File: config.mk
export PLATFORM = sky130hd
export DESIGN_NAME = imem_boot_ctrl
export DESIGN_NICKNAME = d
export VERILOG_FILES = /design/src/rtl/imem_ctrl_pkg.sv /design/src/rtl/imem_boot_ctrl_fetch_check.sv /design/src/rtl/imem_boot_ctrl.sv
export SDC_FILE = /design/constraint.sdc
export NUM_CORES = 1
export LEC_CHECK = 0
export ABC_AREA = 1
export BUFFER_PORTS_ARGS = -buffer_cell sky130_fd_sc_hd__buf_2
export CELL_PAD_IN_SITES_DETAIL_PLACEMENT = 0
export CELL_PAD_IN_SITES_GLOBAL_PLACEMENT = 2
export CORE_MARGIN = 2
export CORE_UTILIZATION = 13
export CTS_CLUSTER_SIZE = 10
export DETAILED_ROUTE_END_ITERATION = 12
export PLACE_DENSITY = 0.84
export SLEW_MARGIN = 30
export SYNTH_ARGS = -nofsm -noshare
export SYNTH_HDL_FRONTEND = slang
export SYNTH_SLANG_ARGS = --single-unit
File: constraint.sdc
create_clock -name clk -period 1.9 [get_ports clk]
set_input_delay 0.095 -clock clk [delete_from_list [all_inputs] [get_ports clk]]
set_output_delay 0.095 -clock clk [all_outputs]
set_load 0.01 [all_outputs]
File: src/rtl/imem_ctrl_pkg.sv
// imem_ctrl_pkg
// Shared definitions for the instruction-memory boot controller:
//   state_t       - controller states (LOAD, FILL, RUN, FAULT)
//   NOP_INSTR     - RISC-V canonical NOP (addi x0, x0, 0)
//   FLT_*         - fault_code encodings reported by imem_boot_ctrl
// FILL is only ever entered when IMEM_BOOT_FILL_EN is defined; the
// encoding is kept here so every build shares the same state type.
package imem_ctrl_pkg;

  typedef enum logic [1:0] {
    ST_LOAD  = 2'd0,
    ST_FILL  = 2'd1,
    ST_RUN   = 2'd2,
    ST_FAULT = 2'd3
  } state_t;

  localparam logic [31:0] NOP_INSTR = 32'h0000_0013;

  localparam logic [1:0] FLT_NONE     = 2'b00;
  localparam logic [1:0] FLT_MISALIGN = 2'b01;
  localparam logic [1:0] FLT_RANGE    = 2'b10;
  localparam logic [1:0] FLT_OVERFLOW = 2'b11;

endpackage

File: src/rtl/imem_boot_ctrl_fetch_check.sv
// imem_fetch_check
// Purely combinational validity check of a CPU fetch address.
// Ports:
//   fetch_addr  in  32  CPU PC (byte address)
//   bad         out 1   address is not usable for a fetch
//   code        out 2   FLT_MISALIGN / FLT_RANGE when bad, FLT_NONE otherwise
// Misalignment is reported in preference to out-of-range.
module imem_fetch_check
  import imem_ctrl_pkg::*;
#(
  parameter int ADDR_W = 11
) (
  input  logic [31:0] fetch_addr,
  output logic        bad,
  output logic [1:0]  code
);

  // Any set bit above the memory's byte-address window means the PC
  // points past the end of instruction memory.
  always_comb begin
    bad  = 1'b0;
    code = FLT_NONE;
    if (fetch_addr[1:0] != 2'b00) begin
      bad  = 1'b1;
      code = FLT_MISALIGN;
    end else if (fetch_addr[31:ADDR_W] != '0) begin
      bad  = 1'b1;
      code = FLT_RANGE;
    end
  end

endmodule

File: src/rtl/imem_boot_ctrl.sv
// imem_boot_ctrl
// Owns the instruction memory of the single-cycle core. While loading it
// streams program words into memory and holds the CPU; once the last word
// arrives it hands the memory read port to the fetch path. Bad fetches and
// load overflow latch a sticky fault that only rst clears.
// Optional feature macro: IMEM_BOOT_FILL_EN - after a short program, pad
// the rest of memory with NOPs (FILL state) before releasing the CPU.
// Ports:
//   clk, rst                      clock, synchronous active-high reset
//   load_valid/load_data/load_last  program-load stream (valid/ready)
//   load_ready                    controller accepts a word this cycle
//   reload                        pulse to return from RUN to LOAD
//   fetch_addr / fetch_instr      CPU fetch path (combinational)
//   cpu_hold                      CPU must not advance its PC
//   fault / fault_code            sticky fault and its cause
//   word_cnt                      words written since entering LOAD
//   mem_we/mem_addr/mem_wdata/mem_rdata  word-wide memory port
module imem_boot_ctrl
  import imem_ctrl_pkg::*;
#(
  parameter int ADDR_W = 11
) (
  input  logic              clk,
  input  logic              rst,
  input  logic              load_valid,
  input  logic [31:0]       load_data,
  input  logic              load_last,
  output logic              load_ready,
  input  logic              reload,
  input  logic [31:0]       fetch_addr,
  output logic [31:0]       fetch_instr,
  output logic              cpu_hold,
  output logic              fault,
  output logic [1:0]        fault_code,
  output logic [ADDR_W-2:0] word_cnt,
  output logic              mem_we,
  output logic [ADDR_W-3:0] mem_addr,
  output logic [31:0]       mem_wdata,
  input  logic [31:0]       mem_rdata
);

  localparam int WORDS = 1 << (ADDR_W - 2);
  // word_cnt is one bit wider than a word index so that a full load can
  // report WORDS words written.
  localparam logic [ADDR_W-2:0] LAST_IDX = (ADDR_W-1)'(WORDS - 1);

  state_t            state;
  state_t            state_next;
  logic [ADDR_W-2:0] cnt_next;
  logic [1:0]        code_next;
  logic              fetch_bad;
  logic [1:0]        fetch_code;
  logic              xfer;

  imem_fetch_check #(
    .ADDR_W(ADDR_W)
  ) u_fetch_check (
    .fetch_addr(fetch_addr),
    .bad       (fetch_bad),
    .code      (fetch_code)
  );

  always_ff @(posedge clk) begin
    if (rst) begin
      state      <= ST_LOAD;
      word_cnt   <= '0;
      fault_code <= FLT_NONE;
    end else begin
      state      <= state_next;
      word_cnt   <= cnt_next;
      fault_code <= code_next;
    end
  end

  // Next-state and output decode. The memory port is muxed between the
  // load counter (LOAD/FILL) and the PC (RUN). Writes are gated by rst so
  // a reset aborts a load or fill on the very edge it is sampled.
  always_comb begin
    state_next  = state;
    cnt_next    = word_cnt;
    code_next   = fault_code;
    load_ready  = 1'b0;
    xfer        = 1'b0;
    mem_we      = 1'b0;
    mem_addr    = word_cnt[ADDR_W-3:0];
    mem_wdata   = load_data;
    fetch_instr = NOP_INSTR;
    cpu_hold    = 1'b1;
    fault       = 1'b0;

    case (state)
      ST_LOAD: begin
        load_ready = !rst;
        xfer       = load_valid && !rst;
        mem_we     = xfer;
        if (xfer) begin
          if (load_last) begin
`ifdef IMEM_BOOT_FILL_EN
            if (word_cnt < LAST_IDX) state_next = ST_FILL;
            else                     state_next = ST_RUN;
`else
            state_next = ST_RUN;
`endif
            cnt_next = word_cnt + 1'b1;
          end else if (word_cnt == LAST_IDX) begin
            // Last word slot used without load_last: word is kept, count
            // stays saturated at the final index.
            state_next = ST_FAULT;
            code_next  = FLT_OVERFLOW;
          end else begin
            cnt_next = word_cnt + 1'b1;
          end
        end
      end

`ifdef IMEM_BOOT_FILL_EN
      ST_FILL: begin
        mem_we    = !rst;
        mem_wdata = NOP_INSTR;
        cnt_next  = word_cnt + 1'b1;
        if (word_cnt == LAST_IDX) state_next = ST_RUN;
      end
`endif

      ST_RUN: begin
        mem_addr = fetch_addr[ADDR_W-1:2];
        cpu_hold = 1'b0;
        // A bad fetch wins over reload and feeds the CPU a NOP.
        if (fetch_bad) begin
          state_next = ST_FAULT;
          code_next  = fetch_code;
        end else begin
          fetch_instr = mem_rdata;
          if (reload) begin
            state_next = ST_LOAD;
            cnt_next   = '0;
          end
        end
      end

      ST_FAULT: begin
        fault = 1'b1;
      end

      default: begin
        state_next = ST_LOAD;
      end
    endcase
  end

endmodule

==> results.yml, run 1 <==
synthesis:
  synth_top_area_share_pct: 17.1
  synth_area_mm2: 0.00164
  ys_types: 31
  ys.flop_type: "dfxtp_1"
  synth-async-reset-ratio_pct: 0
  ys_top_cells_by_area: "dfxtp_1 17%, buf_4 15%, nand2_1 15%"
  yosysWarnings: 0
  synth_most_common_cell: "nand2_1"
  synth.top_cells.by_count: "64 x nand2_1, 63 x nor2_1, 51 x inv_1"
  synth_top_area_cell: "dfxtp_1"
  synth_fp_nets: 398
  synth-seq-area-share_pct: 17.1
  synth_cells: 296
  ys_ff_latch: 14
  synth_area_per_cell_um2: 5.55
  synth-edff-count: 0
pwr:
  p_sw_mw: 0.251
  seqPwrFrac_pct: 31.3
  ir_drop_uv: 235
  p_int_mw: 0.724
  sw_frac_of_total_pct: 25.7
  p_clk_share_pct: 45.3
  power.density_mw_per_mm2: 413
  p_comb_share_pct: 23.4
  p_leak_nw: 1.34
die:
  dieArea_mm2: 0.0136
  io_pins: 190
  die_x_um: 116
  dieHeight_um: 116
  core.rowCount: 41
  initial_core_util_pct: 13.2
  coreArea_mm2: 0.0125
cells_and_area:
  layout.nets: 496
  design_area_mm2: 0.00236
  syn2layout_area_growth_pct: 43.8
  drive_gt1_share_pct: 39.4
  register_area_um2: 280
  final_util_pct: 19.0
  multi_input_area_um2: 885
  antenna_cells: 0
  fillers: 1437
timing:
  fin_crit_sh_pct: 88.7
  setup_slack_ns: 0.214
  hold_violations: 0
  rsz0062_at_grt: "no"
  max_slew_margin_pct: 65.4
  slew_viol_final: 0
  clock_skew_ns: 0.00425
  timing.fmax_mhz: 593
  fin_hold_ws_ns: 0.190
  tns_ns: 0
  finalCriticalPeriod_ns: 1.69
  worstMarginPinSlew_ns: 0.517
  setup_viol: 0
min_path:
  hp-class: "primary input to primary output"
  min_from: "load_data[14]"
  whs_endpoint: "mem_wdata[14]"
  hold_depth: 0
clock_network:
  numClockSinks: 14
  ctsHtreeMaxLevel: 1
  clkLatencyLatePin_ns: 0.24
  cts_hold_buf: 0
  cts_buffer_depth: 2
  cts-root-buf: "clkbuf_16"
  clk_pin_slew_ns: 0.05
  tritoncts: "done"
  cts_buffers: 3
worst_setup_path:
  critPathKind: "flip-flop to primary output"
  worstPathRequired_ns: 1.80
  path_cells: "inv_1 > nor2_4 > nand3_4 > buf_4 > nor2_1 > buf_2"
  critPathMaxFanout: 20
  crit_arrival_ns: 1.59
  max_stage_delay_ns: 0.34
  slowest_stage: "dfxtp_1"
  critPathCaptureType: "primary output"
  worst-r2r-cell-count: 7
  rr_startpoint: "state[1]$_SDFFE_PP0P_"
  reg2reg_setup_slack_ns: 0.30
  start_kind: "flip-flop"
  r2r-end: "word_cnt[3]$_SDFFE_PP0P_"
drt:
  drt_iter0_markers: 60
  dr.pass1.iters: 4
  drcViolationCount: 0
  viasPerCell: 3.53
  routedWlPerCell_um: 9.98
  drt_wl_total_um: 5640
  vias: 1993
  ant_nets: 0
placement:
  dp_hpwl_um: 4750
  place.port_buffers: 125
  place_congestion: 0.753
  dp_slack_ns: 0.111
  place_area_mm2: 0.00226
grt:
  grt_pass1_wl_um: 7780
  antenna_found_initial: 0
  grt_use_total_pct: 7.38
  grt_pass1_vias: 1659
  grt-ovfl-total: 0
  grt_max_degree: 28
flow_run:
  drv_cap: 0
run_status:
  outcome: "finished clean"
routing by layer:
metal	GRT usage, %	vias to the layer above	routed length, µm
li1	-	1056	-
met1	8.51	842	2390
met2	13.6	89	2690
met3	1.76	6	522
met4	1.90	0	42
met5	0	-	0
state kept, by name, summed over array words and instances, names as in the netlist:
name and count:
fault_code 2, word_cnt 10, state 2
how the worst max path moves through the flow:
stage,start,endpoint,slack (ns),cells after the start
detailed placement,fetch_addr[14],fetch_instr[0],0.11,8
CTS,state[1]$_SDFFE_PP0P_,fetch_instr[28],0.10,6
global route,state[1]$_SDFFE_PP0P_,fetch_instr[25],0.07,6
floorplan,word_cnt[0]$_SDFFE_PP0P_,word_cnt[0]$_SDFFE_PP0P_,0.39,10
finish,state[1]$_SDFFE_PP0P_,fetch_instr[28],0.21,6
global placement,fetch_addr[14],fetch_instr[0],0.14,8
placed cells by master (no fill, tap or decap):
| cell type | n |
|---|---|
| ha_1 | 1 |
| or2_1 | 2 |
| a21oi_1 | 11 |
| o21ai_2 | 1 |
| nand4_1 | 12 |
| nor3_1 | 1 |
| nor2_2 | 4 |
| clkinv_2 | 1 |
| inv_1 | 51 |
| nand2_4 | 1 |
| a21oi_2 | 1 |
| xor2_1 | 1 |
| xnor2_1 | 1 |
| nor2_1 | 63 |
| dfxtp_1 | 14 |
| nand3b_2 | 1 |
| nand3_1 | 7 |
| clkbuf_8 | 1 |
| buf_4 | 9 |
| or2_2 | 2 |
| nand2_1 | 64 |
| o21ai_0 | 8 |
| nand2_2 | 1 |
| nand3_4 | 2 |
| nor3b_1 | 1 |
| nor2_4 | 1 |
| buf_2 | 125 |
| inv_2 | 1 |
| clkbuf_16 | 3 |
| o21ai_1 | 1 |
| nand4_2 | 1 |
cell families after synthesis:
| group | Yosys count | synth area share (%) |
|---|---|---|
| AO/OA/AOI/OAI | 22 | 7.16 |
| XOR/XNOR | 2 | 1.07 |
| adder cells (fa/ha/maj) | 1 | 0.761 |
| buffers and inverters | 94 | 29.9 |
| flip-flops | 14 | 17.1 |
| AND/OR/NAND/NOR | 163 | 44.1 |
repair_timing:
action,in CTS,in global routing
endpoints found under the setup margin,16,16
setup buffers,0,0
gates cloned,0,0
resized for setup,1,1
final cells by class:
cell class                 count  share of cell area, %
clock buffer                   4                   3.76
inverter                      53                   8.47
multi-input combinational    188                   37.4
sequential                    14                   11.9
tap                          172                   9.11
timing repair buffer         134                   29.3
power by group through the flow:
stage	Combinational, mW	Sequential, mW	Clock [mW]
2_1_floorplan	0.172	0.316	0
5_1_grt	0.260	0.305	0.463
6_report	0.228	0.305	0.442
3_3_place_gp	0.230	0.311	0
3_5_place_dp	0.231	0.311	0
4_1_cts	0.233	0.305	0.449
through the flow:
step	std cells	power, mW
2_1_floorplan	296	0.488
3_3_place_gp	561	0.541
3_5_place_dp	561	0.541
4_1_cts	565	0.986
5_1_grt	565	1.03
6_report	565	0.975
critical path, delay by kind of cell, from the launching register on:
family	cells	cell delay [ns]
DFF	1	0.34
and+or+nand+nor	3	0.51
buffers and inverters	3	0.49
Power figures use the tool's default switching activity.
==> run 2: changes to the inputs <==
--- a/config.mk
+++ b/config.mk
@@ -10,10 +10,11 @@
 export CELL_PAD_IN_SITES_DETAIL_PLACEMENT = 0
 export CELL_PAD_IN_SITES_GLOBAL_PLACEMENT = 2
 export CORE_MARGIN = 2
-export CORE_UTILIZATION = 13
+export CORE_UTILIZATION = 14
+export CTS_BUF_LIST = sky130_fd_sc_hd__clkbuf_4 sky130_fd_sc_hd__clkbuf_8
 export CTS_CLUSTER_SIZE = 10
 export DETAILED_ROUTE_END_ITERATION = 12
-export PLACE_DENSITY = 0.84
+export PLACE_DENSITY = 0.89
 export SLEW_MARGIN = 30
 export SYNTH_ARGS = -nofsm -noshare
 export SYNTH_HDL_FRONTEND = slang
==> results.yml, run 2 (synthesis results as in run 1) <==
clock_network:
  clk_pin_slew_ns: 0.06
  cts_buffers: 3
  cts-root-buf: "clkbuf_8"
  clkLatencyLatePin_ns: 0.25
  numClockSinks: 14
  cts_buffer_depth: 2
  cts_hold_buf: 0
  ctsHtreeMaxLevel: 1
  tritoncts: "done"
timing:
  clock_skew_ns: 0.00231
  tns_ns: 0
  worstMarginPinSlew_ns: 0.550
  fin_crit_sh_pct: 89.6
  slew_viol_final: 0
  max_slew_margin_pct: 63.3
  timing.fmax_mhz: 588
  rsz0062_at_grt: "no"
  finalCriticalPeriod_ns: 1.70
  hold_violations: 0
  fin_hold_ws_ns: 0.190
  setup_viol: 0
grt:
  grt_pass1_vias: 1820
  grt_pass1_wl_um: 8290
  grt_use_total_pct: 7.92
  grt-ovfl-total: 0
  grt_max_degree: 27
  antenna_found_initial: 0
placement:
  dp_hpwl_um: 4340
  place_area_mm2: 0.00222
  post-place-cells: 531
  place.port_buffers: 125
  place_congestion: 0.778
worst_setup_path:
  r2r-end: "word_cnt[0]$_SDFFE_PP0P_"
  worst-r2r-cell-count: 7
  worstPathRequired_ns: 1.80
  slowest_stage: "dfxtp_1"
  critPathMaxFanout: 7
  start_kind: "flip-flop"
  critPathCaptureType: "primary output"
  path_cells: "inv_1 > nor2_2 > buf_4 > nand3_4 > or2_2 > buf_2"
  crit_arrival_ns: 1.61
  max_stage_delay_ns: 0.35
  reg2reg_setup_slack_ns: 0.23
  critPathKind: "flip-flop to primary output"
  rr_startpoint: "state[0]$_SDFFE_PP0P_"
  cp_num_buf_inv: 3
  critical_path.top_delay_family: "simple AND/OR/NAND/NOR gates"
die:
  dieHeight_um: 112
  core.rowCount: 39
  io_pins: 190
  initial_core_util_pct: 14.4
  die_x_um: 112
  coreArea_mm2: 0.0114
  dieArea_mm2: 0.0126
run_status:
  outcome: "finished clean"
cells_and_area:
  drive_gt1_share_pct: 39.3
  largest_reg_flops: 10
  antenna_cells: 0
  largest_registers: "word_cnt (10), fault_code (2), state (2)"
  fillers: 1331
  final_cells: 535
  layout.nets: 495
  mostFrequentLayoutCells: "125 x buf_2, 64 x nand2_1, 63 x nor2_1"
  largest-register: "word_cnt"
  design_area_mm2: 0.00228
  final_common_cell: "buf_2"
  syn2layout_area_growth_pct: 39.0
drt:
  drt_wl_total_um: 5310
  drt_iter0_markers: 48
  dr.pass1.iters: 4
  drcViolationCount: 0
  vias: 1986
  viasPerCell: 3.71
  routedWlPerCell_um: 9.93
  ant_nets: 0
pwr:
  power_mw: 0.833
  ir_drop_uv: 172
  power.density_mw_per_mm2: 365
  p_leak_nw: 1.32
min_path:
  hold_depth: 0
  min_from: "load_data[20]"
  whs_endpoint: "mem_wdata[20]"
  hp-class: "primary input to primary output"
flow_run:
  drv_cap: 0
[run 2: cell count changes in the layout (fill, tap and decap cells not counted), sizes merged]
cell | previous run | this run
buf | 134 | 133
[run 2: what timing repair did]
item,CTS,global route
resized for setup,0,2
endpoints found under the setup margin,0,26
buffers inserted,0,0
[run 2: worst register-to-register path: stages, from the launching register on]
cell and delay (ns):
dfxtp_1 0.40, nor2_1 0.09, o21ai_1 0.12, nand2_1 0.10, a21oi_2 0.43, nand3_4 0.21, a21oi_1 0.17, nor2_1 0.05
[run 2: stage by stage]
stage          setup slack, ns  util [%]
4_1_cts                 0.0240      19.9
3_3_place_gp             0.309      19.4
3_5_place_dp             0.257      19.4
2_1_floorplan            0.391         -
6_report                 0.198      20.0
5_1_grt                 0.0571      20.0
[run 2: cell type report]
class | count | area (µm²) | share of cell area [%]
repair buffers | 133 | 689 | 30.2
multi-input cells | 188 | 880 | 38.5
clock buffers | 4 | 55.1 | 2.41
inverters | 53 | 200 | 8.77
flip-flops and latches | 14 | 280 | 12.3
well taps | 143 | 179 | 7.84
[run 2: how the worst max path moves through the flow]
stage | slack, ns | cells past startpoint | to | startpoint
floorplan | 0.39 | 10 | word_cnt[0]$_SDFFE_PP0P_ | word_cnt[0]$_SDFFE_PP0P_
global placement | 0.31 | 9 | fetch_instr[15] | fetch_addr[14]
detailed placement | 0.26 | 7 | word_cnt[0]$_SDFFE_PP0P_ | state[0]$_SDFFE_PP0P_
CTS | 0.02 | 7 | fetch_instr[26] | state[1]$_SDFFE_PP0P_
global route | 0.06 | 7 | fetch_instr[14] | state[1]$_SDFFE_PP0P_
finish | 0.20 | 6 | fetch_instr[1] | state[1]$_SDFFE_PP0P_
[run 2: report_power, final]
part / switching, mW / internal, mW
combinational: 0.123 / 0.102
clock: 0.119 / 0.184
sequential: 0.00414 / 0.300
total: 0.246 / 0.586
[run 2: per-layer routing]
layer	vias up	GRT usage [%]	wire [µm]
met5	-	0	0
met4	0	3.50	134
met3	13	2.27	502
met2	89	12.9	2410
met1	833	9.70	2260
li1	1051	-	-
==> run 3: changes to the inputs <==
--- a/config.mk
+++ b/config.mk
@@ -9,12 +9,12 @@
 export BUFFER_PORTS_ARGS = -buffer_cell sky130_fd_sc_hd__buf_2
 export CELL_PAD_IN_SITES_DETAIL_PLACEMENT = 0
 export CELL_PAD_IN_SITES_GLOBAL_PLACEMENT = 2
-export CORE_MARGIN = 2
-export CORE_UTILIZATION = 14
+export CORE_MARGIN = 4
+export CORE_UTILIZATION = 12
 export CTS_BUF_LIST = sky130_fd_sc_hd__clkbuf_4 sky130_fd_sc_hd__clkbuf_8
 export CTS_CLUSTER_SIZE = 10
 export DETAILED_ROUTE_END_ITERATION = 12
-export PLACE_DENSITY = 0.89
+export PLACE_DENSITY = 0.82
 export SLEW_MARGIN = 30
 export SYNTH_ARGS = -nofsm -noshare
 export SYNTH_HDL_FRONTEND = slang
==> constraint.sdc (replaced) <==
create_clock -name clk -period 1.45 [get_ports clk]
set_input_delay 0.0725 -clock clk [delete_from_list [all_inputs] [get_ports clk]]
set_output_delay 0.0725 -clock clk [all_outputs]
set_load 0.01 [all_outputs]
==> results.yml, run 3 (synthesis results as in run 1) <==
drt:
  routedWlPerCell_um: 11.3
  ant_nets: 0
  viasPerCell: 3.74
  dr.pass1.iters: 4
  vias: 2246
  drt_iter0_markers: 41
  drt_wl_total_um: 6770
  drcViolationCount: 0
worst_setup_path:
  critPathMaxFanout: 10
  worstPathRequired_ns: 1.38
  critPathCaptureType: "primary output"
  start_kind: "flip-flop"
  critPathKind: "flip-flop to primary output"
  crit_arrival_ns: 1.45
cells_and_area:
  syn2layout_area_growth_pct: 72.2
  largest_reg_flops: 10
  drive_gt1_share_pct: 50.9
  mostFrequentLayoutCells: "123 x buf_2, 62 x nand2_1, 52 x nor2_1"
  layout.nets: 527
  largest_registers: "word_cnt (10), fault_code (2), state (2)"
  design_area_mm2: 0.00283
  final_common_cell: "buf_2"
  final_util_pct: 21.2
  largest-register: "word_cnt"
  antenna_cells: 0
timing:
  setup_viol: 28
  max_slew_margin_pct: 80.9
  hold_violations: 0
  finalCriticalPeriod_ns: 1.52
  slew_viol_final: 0
  rsz0062_at_grt: "yes"
  timing.fmax_mhz: 657
  clock_skew_ns: 0.00394
  setup_slack_ns: -0.0715
  fin_hold_ws_ns: 0.145
  worstMarginPinSlew_ns: 0.285
  fin_crit_sh_pct: 105
grt:
  grt_max_degree: 14
  grt_use_total_pct: 8.11
  grt-ovfl-total: 0
  antenna_found_initial: 0
  grt_pass1_wl_um: 10700
  grt_pass1_vias: 2247
die:
  dieHeight_um: 125
  coreArea_mm2: 0.0133
  io_pins: 190
  dieArea_mm2: 0.0156
  core.rowCount: 42
  die_x_um: 125
  initial_core_util_pct: 12.3
placement:
  place_area_mm2: 0.00241
  place.port_buffers: 125
  dp_slack_ns: -0.0234
  place_congestion: 0.796
  dp_hpwl_um: 5270
flow_run:
  drv_cap: 0
clock_network:
  cts_buffers: 3
  clk_pin_slew_ns: 0.07
  numClockSinks: 14
  cts_buffer_depth: 2
  clkLatencyLatePin_ns: 0.25
  cts-root-buf: "clkbuf_8"
  ctsHtreeMaxLevel: 1
  tritoncts: "done"
min_path:
  hp-class: "primary input to primary output"
pwr:
  power.density_mw_per_mm2: 425
  ir_drop_uv: 241
  p_leak_nw: 1.54
run_status:
  failed_checks: "setup timing"
  outcome: "complete, but fails checks"
## run 3: cell types whose count changed in the layout (fill, tap and decap cells not counted), sizes merged
cell and delta:
buf +30, nand3 +1, clkbuf +1, inv +1, clkinv -1
## run 3: report_power, final
group / switching [mW] / total [mW] / internal, mW
logic: 0.199 / 0.401 / 0.202
registers: 0.00831 / 0.402 / 0.393
clock network: 0.160 / 0.401 / 0.241
total: 0.367 / 1.20 / 0.836
## run 3: timing repair
action                     CTS  global route
pin swaps                    3            11
hold buffers                 0             0
gates resized for setup     14            52
buffers inserted             5             6
setup endpoints to repair   50            53
cloned                       2             1
## run 3: worst paths after layout
kind | startpoint | endpoint | slack (ns) | depth (start not counted)
min | load_data[1] | mem_wdata[1] | 0.15 | 0
max reg2reg | state[1]$_SDFFE_PP0P_ | word_cnt[4]$_SDFFE_PP0P_ | -0.01 | 8
max | state[1]$_SDFFE_PP0P_ | fetch_instr[1] | -0.07 | 6
min reg2reg | word_cnt[3]$_SDFFE_PP0P_ | word_cnt[3]$_SDFFE_PP0P_ | 0.51 | 2
## run 3: critical path, stage by stage, from the launching register on
cell	delay, ns
dfxtp_2	0.35
inv_2	0.05
nor2_4	0.12
nand3_2	0.10
buf_12	0.16
or2_2	0.29
buf_6	0.13
## run 3: final cells by class
class,instances,area [µm²]
timing repair buffer,164,1030
inverter,53,206
tap,176,220
clock buffer,4,55.1
multi-input combinational,189,1020
sequential,14,289
fill,1507,10500
## run 3: metrics by stage
| stage | setup TNS, ns | total power [mW] | cells |
|---|---|---|---|
| after floorplan | 0 | 0.641 | 296 |
| after global placement | -0.145 | 0.723 | 582 |
| after detailed placement | -0.181 | 0.728 | 582 |
| after CTS | -2.14 | 1.18 | 593 |
| after global routing | -3.36 | 1.28 | 600 |
| final | -0.489 | 1.20 | 600 |
## run 3: layer usage
metal | up-vias | part of all wire [%] | GRT usage [%]
met4 | 0 | 0.90 | 1.40
met2 | 99 | 48 | 14.1
met3 | 12 | 8.8 | 2.60
li1 | 1124 | - | -
met5 | - | 0 | 0
met1 | 1011 | 42 | 9.94
